--- config.mk ---
export PLATFORM = sky130hd
export DESIGN_NAME = apb_periph_demux_tmo
export DESIGN_NICKNAME = d
export VERILOG_FILES = /design/src/rtl/apb_periph_demux_tmo.sv
export SDC_FILE = /design/constraint.sdc
export NUM_CORES = 1
export LEC_CHECK = 0
export BUFFER_PORTS_ARGS = -buffer_cell sky130_fd_sc_hd__buf_2
export CORE_AREA = 2 2 398 400
export DETAILED_ROUTE_END_ITERATION = 12
export DIE_AREA = 0 0 400 402
export GPL_TIMING_DRIVEN = 0
export SYNTH_ARGS = -nofsm -noshare
export SYNTH_HDL_FRONTEND = slang
export SYNTH_SLANG_ARGS = --single-unit
--- constraint.sdc ---
create_clock -name clk_i -period 2.8 [get_ports clk_i]
set_input_delay 0.42 -clock clk_i [delete_from_list [all_inputs] [get_ports clk_i]]
set_output_delay 0.42 -clock clk_i [all_outputs]
set_load 0.03 [all_outputs]
--- src/rtl/apb_periph_demux_tmo.sv ---
// APB 1-to-NUM_SLV demultiplexer with base/mask decode, registered downstream request,
// per-transfer watchdog that answers a hung slave with PSLVERR, and error logging.
module apb_periph_demux_tmo #(
  parameter int NUM_SLV    = 8,
  parameter int ADDR_W     = 32,
  parameter int DATA_W     = 32,
  parameter int TMO_CYCLES = 255,
  parameter int CNT_W      = 16
) (
  input  logic                      clk_i,
  input  logic                      rst_i,
  input  logic [NUM_SLV*ADDR_W-1:0] cfg_base_i,
  input  logic [NUM_SLV*ADDR_W-1:0] cfg_mask_i,
  input  logic [ADDR_W-1:0]         s_paddr_i,
  input  logic                      s_psel_i,
  input  logic                      s_penable_i,
  input  logic                      s_pwrite_i,
  input  logic [DATA_W-1:0]         s_pwdata_i,
  output logic [DATA_W-1:0]         s_prdata_o,
  output logic                      s_pready_o,
  output logic                      s_pslverr_o,
  output logic [NUM_SLV-1:0]        m_psel_o,
  output logic                      m_penable_o,
  output logic [ADDR_W-1:0]         m_paddr_o,
  output logic                      m_pwrite_o,
  output logic [DATA_W-1:0]         m_pwdata_o,
  input  logic [NUM_SLV*DATA_W-1:0] m_prdata_i,
  input  logic [NUM_SLV-1:0]        m_pready_i,
  input  logic [NUM_SLV-1:0]        m_pslverr_i,
  output logic                      tmo_o,
  output logic                      decerr_o,
  output logic [ADDR_W-1:0]         err_addr_o,
  output logic [CNT_W-1:0]          err_cnt_o,
  input  logic                      err_clr_i
);

  localparam int TMO_W = (TMO_CYCLES < 2) ? 1 : $clog2(TMO_CYCLES + 1);

  typedef enum logic [2:0] {
    S_IDLE,
    S_SETUP,
    S_ACCESS,
    S_RESP,
    S_ERR
  } state_e;

  state_e              state_q, state_d;
  logic [NUM_SLV-1:0]  sel_q, sel_d;
  logic [ADDR_W-1:0]   addr_q, addr_d;
  logic [DATA_W-1:0]   wdata_q, wdata_d;
  logic                write_q, write_d;
  logic [DATA_W-1:0]   rdata_q, rdata_d;
  logic                slverr_q, slverr_d;
  logic [TMO_W-1:0]    wdog_q, wdog_d;
  logic                tmo_q, tmo_d;
  logic                decerr_q, decerr_d;
  logic [ADDR_W-1:0]   err_addr_q, err_addr_d;
  logic [CNT_W-1:0]    err_cnt_q, err_cnt_d;

  logic [NUM_SLV-1:0]  hit_oh;
  logic                sel_ready;
  logic                sel_slverr;
  logic [DATA_W-1:0]   sel_rdata;
  logic                wdog_hit;

  // Walk downwards so the lowest matching slave is the last one written.
  always_comb begin
    hit_oh = '0;
    for (int k = NUM_SLV - 1; k >= 0; k--) begin
      if ((s_paddr_i & cfg_mask_i[k*ADDR_W +: ADDR_W]) ==
          (cfg_base_i[k*ADDR_W +: ADDR_W] & cfg_mask_i[k*ADDR_W +: ADDR_W])) begin
        hit_oh    = '0;
        hit_oh[k] = 1'b1;
      end
    end
  end

  always_comb begin
    sel_ready  = |(m_pready_i & sel_q);
    sel_slverr = |(m_pslverr_i & sel_q);
    sel_rdata  = '0;
    for (int k = 0; k < NUM_SLV; k++) begin
      if (sel_q[k]) sel_rdata = sel_rdata | m_prdata_i[k*DATA_W +: DATA_W];
    end
  end

  assign wdog_hit = (TMO_CYCLES != 0) && (wdog_q == TMO_W'(TMO_CYCLES - 1));

  // NOTE: every *_d gets its hold value first, so no path through this block can infer a latch.
  always_comb begin
    state_d    = state_q;
    sel_d      = sel_q;
    addr_d     = addr_q;
    wdata_d    = wdata_q;
    write_d    = write_q;
    rdata_d    = rdata_q;
    slverr_d   = slverr_q;
    wdog_d     = wdog_q;
    tmo_d      = 1'b0;
    decerr_d   = 1'b0;
    err_addr_d = err_addr_q;
    err_cnt_d  = err_cnt_q;

    unique case (state_q)
      S_IDLE: begin
        if (s_psel_i && !s_penable_i) begin
          addr_d  = s_paddr_i;
          wdata_d = s_pwdata_i;
          write_d = s_pwrite_i;
          sel_d   = hit_oh;
          if (|hit_oh) begin
            state_d = S_SETUP;
          end else begin
            state_d  = S_ERR;
            decerr_d = 1'b1;
          end
        end
      end
      S_SETUP: state_d = S_ACCESS;
      S_ACCESS: begin
        if (sel_ready) begin
          rdata_d  = sel_rdata;
          slverr_d = sel_slverr;
          state_d  = S_RESP;
        end else if (wdog_hit) begin
          rdata_d  = '0;
          slverr_d = 1'b1;
          tmo_d    = 1'b1;
          state_d  = S_RESP;
        end else if (TMO_CYCLES != 0) begin
          wdog_d = wdog_q + 1'b1;
        end
      end
      S_RESP: begin
        wdog_d  = '0;
        state_d = S_IDLE;
      end
      S_ERR:   state_d = S_IDLE;
      default: state_d = S_IDLE;
    endcase

    if (tmo_d || decerr_d) begin
      err_addr_d = tmo_d ? addr_q : s_paddr_i;
    end

    // A clear coinciding with a new error leaves exactly that error counted.
    if (err_clr_i) begin
      err_cnt_d = (tmo_d || decerr_d) ? CNT_W'(1) : '0;
    end else if ((tmo_d || decerr_d) && (err_cnt_q != '1)) begin
      err_cnt_d = err_cnt_q + 1'b1;
    end
  end

  // NOTE: state uses non-blocking assignments; the datapath is reset too so every output is 0 after reset.
  always_ff @(posedge clk_i) begin
    if (rst_i) begin
      state_q    <= S_IDLE;
      sel_q      <= '0;
      addr_q     <= '0;
      wdata_q    <= '0;
      write_q    <= 1'b0;
      rdata_q    <= '0;
      slverr_q   <= 1'b0;
      wdog_q     <= '0;
      tmo_q      <= 1'b0;
      decerr_q   <= 1'b0;
      err_addr_q <= '0;
      err_cnt_q  <= '0;
    end else begin
      state_q    <= state_d;
      sel_q      <= sel_d;
      addr_q     <= addr_d;
      wdata_q    <= wdata_d;
      write_q    <= write_d;
      rdata_q    <= rdata_d;
      slverr_q   <= slverr_d;
      wdog_q     <= wdog_d;
      tmo_q      <= tmo_d;
      decerr_q   <= decerr_d;
      err_addr_q <= err_addr_d;
      err_cnt_q  <= err_cnt_d;
    end
  end

  logic resp_phase;
  assign resp_phase  = (state_q == S_RESP) || (state_q == S_ERR);

  // The response is gated by s_psel_i so an abandoned transfer completes silently.
  assign s_pready_o  = s_psel_i && resp_phase;
  assign s_pslverr_o = s_pready_o && ((state_q == S_ERR) || slverr_q);
  assign s_prdata_o  = (s_pready_o && (state_q == S_RESP)) ? rdata_q : '0;

  assign m_psel_o    = ((state_q == S_SETUP) || (state_q == S_ACCESS)) ? sel_q : '0;
  assign m_penable_o = (state_q == S_ACCESS);
  assign m_paddr_o   = addr_q;
  assign m_pwrite_o  = write_q;
  assign m_pwdata_o  = wdata_q;

  assign tmo_o       = tmo_q;
  assign decerr_o    = decerr_q;
  assign err_addr_o  = err_addr_q;
  assign err_cnt_o   = err_cnt_q;

endmodule

==> results_dict.tcl <==
set metrics [dict create \
    startpoint_type "input port" \
    p_leak_nw 9.41 \
    yosys_most_used_dff "dfxtp_1" \
    max_cap_violations 0 \
    max_freq_ghz 0.351 \
    drc 0 \
    die_area_um2 161000 \
    holdWs_ns 0.139 \
    dr.pass1.iters 6 \
    area_delta_synth_final_pct 79.0 \
    grt_max_degree 20 \
    via_per_inst 3.73 \
    grt_setup_unrepaired "yes" \
    period_needed_ns 2.85 \
    violations "setup timing" \
    synth-async-reset-ratio 0 \
    fp.dieW_um 400 \
    rr_endpoint "err_cnt_o[14]" \
    ys_ff_latch 167 \
    synth_edf_count 0 \
    power_w 0.00747 \
    grt_first_pass_wirelength_mm 167 \
    wirelength_mm 137 \
    netlist_area_um2 11900 \
    gp_congestion 0.948 \
    fin_nets 3346 \
    start_util 0.0758 \
    cp-end-kind "register" \
    timing.rr.start "sel_q[5]" \
    irDropWorstVdd_uv 513 \
    postSynthCellCount 1449 \
    hold_violations 0 \
    core_region_area_um2 157000 \
    whs_path_depth 3 \
    required_ns 3.21 \
    yosysWarnings 0 \
    track_usage 0.162 \
    r2r_setup_slack_ns 0.09 \
    die_h_um 402 \
    drv_slew 0 \
    portBuffers 979 \
    setup_viol 24 \
    cts_made_buffers 17 \
    vias 17100 \
    relSlewSlack 0.145 \
    worstHoldStart "s_pwdata_i[16]" \
    crit_type "in -> reg" \
    hold_end "m_pwdata_o[16]" \
    pin_count 1012 \
    fin_crit_sh 1.02 \
    powerDensity_nw_per_um2 350 \
    post_drt_wl_per_cell_um 29.8 \
    status "complete, but fails checks" \
    antenna_found_initial 72 \
    htreeDepth 4 \
    numClockSinks 167 \
    fin_worst_skew_ns 0.0396 \
    cts_tree "yes" \
    hold_class "in -> reg" \
    cts_root_buf "clkbuf_16" \
    syn_nets 2306 \
    cts_buffer_depth 2 \
    setup_slack_ns -0.0514 \
    critical_path.startpoint "s_paddr_i[15]" \
    reg2reg_depth 10 \
    grt.overflow.total 0 \
    yosysUniqueCellTypes 51 \
    place.detailed.hpwl_mm 116 \
    cts_hold_buf 0 \
    drt.antenna.violating_nets 0 \
    cp_max_fo 5 \
    first_global_vias 16800 \
    drtIter0Drc 1592 \
    dp_slack_ns -1.66 \
    num_rows 146 \
    tightestPinTransition_ns 1.28 \
    seq_area_frac_synth 0.281 \
    cp_data_arrival_time_ns 3.26 \
    drive_gt1_frac 0.476 \
    syn_area_per_cell_um2 8.22 \
    clkTransAtPathRegs_ns 0.08 \
    clock_latency_ns 0.54 \
]
==> cell usage after synthesis (7+ instances only) <==
cell / instances / area, um^2
a22oi_1: 293 / 2200
o31ai_1: 12 / 90.1
or4_1: 14 / 105
nand2_1: 180 / 676
buf_4: 12 / 90.1
xor2_1: 261 / 2290
clkbuf_1: 77 / 289
buf_6: 26 / 293
o21ai_1: 29 / 145
nand3_1: 9 / 45.0
nor2_1: 53 / 199
dfxtp_1: 167 / 3340
mux2i_1: 32 / 320
and2_1: 44 / 275
nand4_1: 70 / 438
and3_1: 7 / 43.8
a21oi_1: 86 / 430
==> kinds of logic after synthesis <==
| group | Yosys count | synth area share |
|---|---|---|
| AO/OA/AOI/OAI | 443 | 0.257 |
| AND/OR/NAND/NOR | 417 | 0.179 |
| XOR/XNOR | 262 | 0.193 |
| flip-flops | 167 | 0.281 |
| buffers and inverters | 125 | 0.0611 |
| multiplexers | 32 | 0.0269 |
| adder cells (fa/ha/maj) | 3 | 0.00315 |
==> cell usage in the layout (no fill, tap or decap), types with 15 or more instances in the layout <==
cell type,n
a21oi_1,83
a22oi_1,283
and2_1,44
buf_12,16
buf_2,975
buf_4,35
buf_6,21
clkbuf_1,49
clkbuf_16,19
clkbuf_2,15
dfxtp_1,159
diode_2,25
mux2i_1,30
nand2_1,180
nand4_1,70
nor2_1,52
o21ai_1,33
xor2_1,250
==> flip-flops by register name, summed over array words and instances (netlist names) <==
register,cells
decerr_o,1
err_addr_o,32
err_cnt_o,16
m_paddr_o,32
m_pwdata_o,32
m_pwrite_o,1
rdata_q,32
sel_q,8
slverr_q,1
state_q,3
tmo_o,1
wdog_q,8
==> worst max-delay path by stage <==
stage | endpoint | slack [ns] | cells after the start
final | err_cnt_o[14] | -0.05 | 13
after global routing | err_cnt_o[13] | -0.16 | 12
after CTS | err_cnt_o[2] | -0.08 | 11
after detailed placement | err_cnt_o[0] | -1.66 | 11
after global placement | err_cnt_o[0] | -2.32 | 11
after floorplan | err_cnt_o[0] | 0.31 | 11
==> per-layer routing <==
layer / up-vias / track usage / routed length [um]
met3: 231 / 0.0510 / 12000
met5: - / 0 / 267
met1: 8282 / 0.192 / 55200
met4: 42 / 0.0758 / 7050
met2: 1165 / 0.263 / 62600
li1: 7414 / - / -
==> worst max-delay path: stages <==
cell	delay (ns)
buf_16	0.14
buf_12	0.15
xor2_1	0.17
a22oi_1	0.47
nand4_1	0.24
nor4_2	0.44
buf_6	0.21
nor4_4	0.07
a31oi_4	0.34
buf_6	0.21
buf_6	0.12
nor2b_1	0.04
o211a_1	0.19
==> layout make-up <==
class / instances / area, um^2
diodes: 25 / 62.6
plain buffers: 110 / 978
clock buffers: 17 / 425
clock inverters: 15 / 174
fillers: 18200 / 136000
inverters: 5 / 18.8
multi-input cells: 1157 / 8190
flip-flops and latches: 167 / 3350
well taps: 2072 / 2590
repair buffers: 1031 / 5520
==> power by group <==
group	internal, W	switching (W)	leakage [nW]
sequential	0.00245	0.0000557	1.36
clock	0.00121	0.00134	0.294
combinational	0.000976	0.00144	7.76
total	0.00463	0.00283	9.41
==> through the flow <==
step | utilization | cells | instance area [um^2] | setup TNS [ns]
6_report | 0.136 | 4599 | 21300 | -0.442
5_1_grt | 0.135 | 4584 | 21300 | -2.19
3_5_place_dp | 0.124 | 4502 | 19400 | -131.40
4_1_cts | 0.133 | 4560 | 20900 | -0.615
3_3_place_gp | 0.123 | 4500 | 19400 | -161.79
2_1_floorplan | - | 1449 | 11900 | 0
==> timing repair <==
action | in CTS | in global routing
buffers inserted | 31 | 14
endpoints found under the setup margin | 159 | 69
resized for setup | 127 | 47
gates cloned | 4 | 2
pin swaps | 57 | 32
Power figures use the tool's default switching activity.
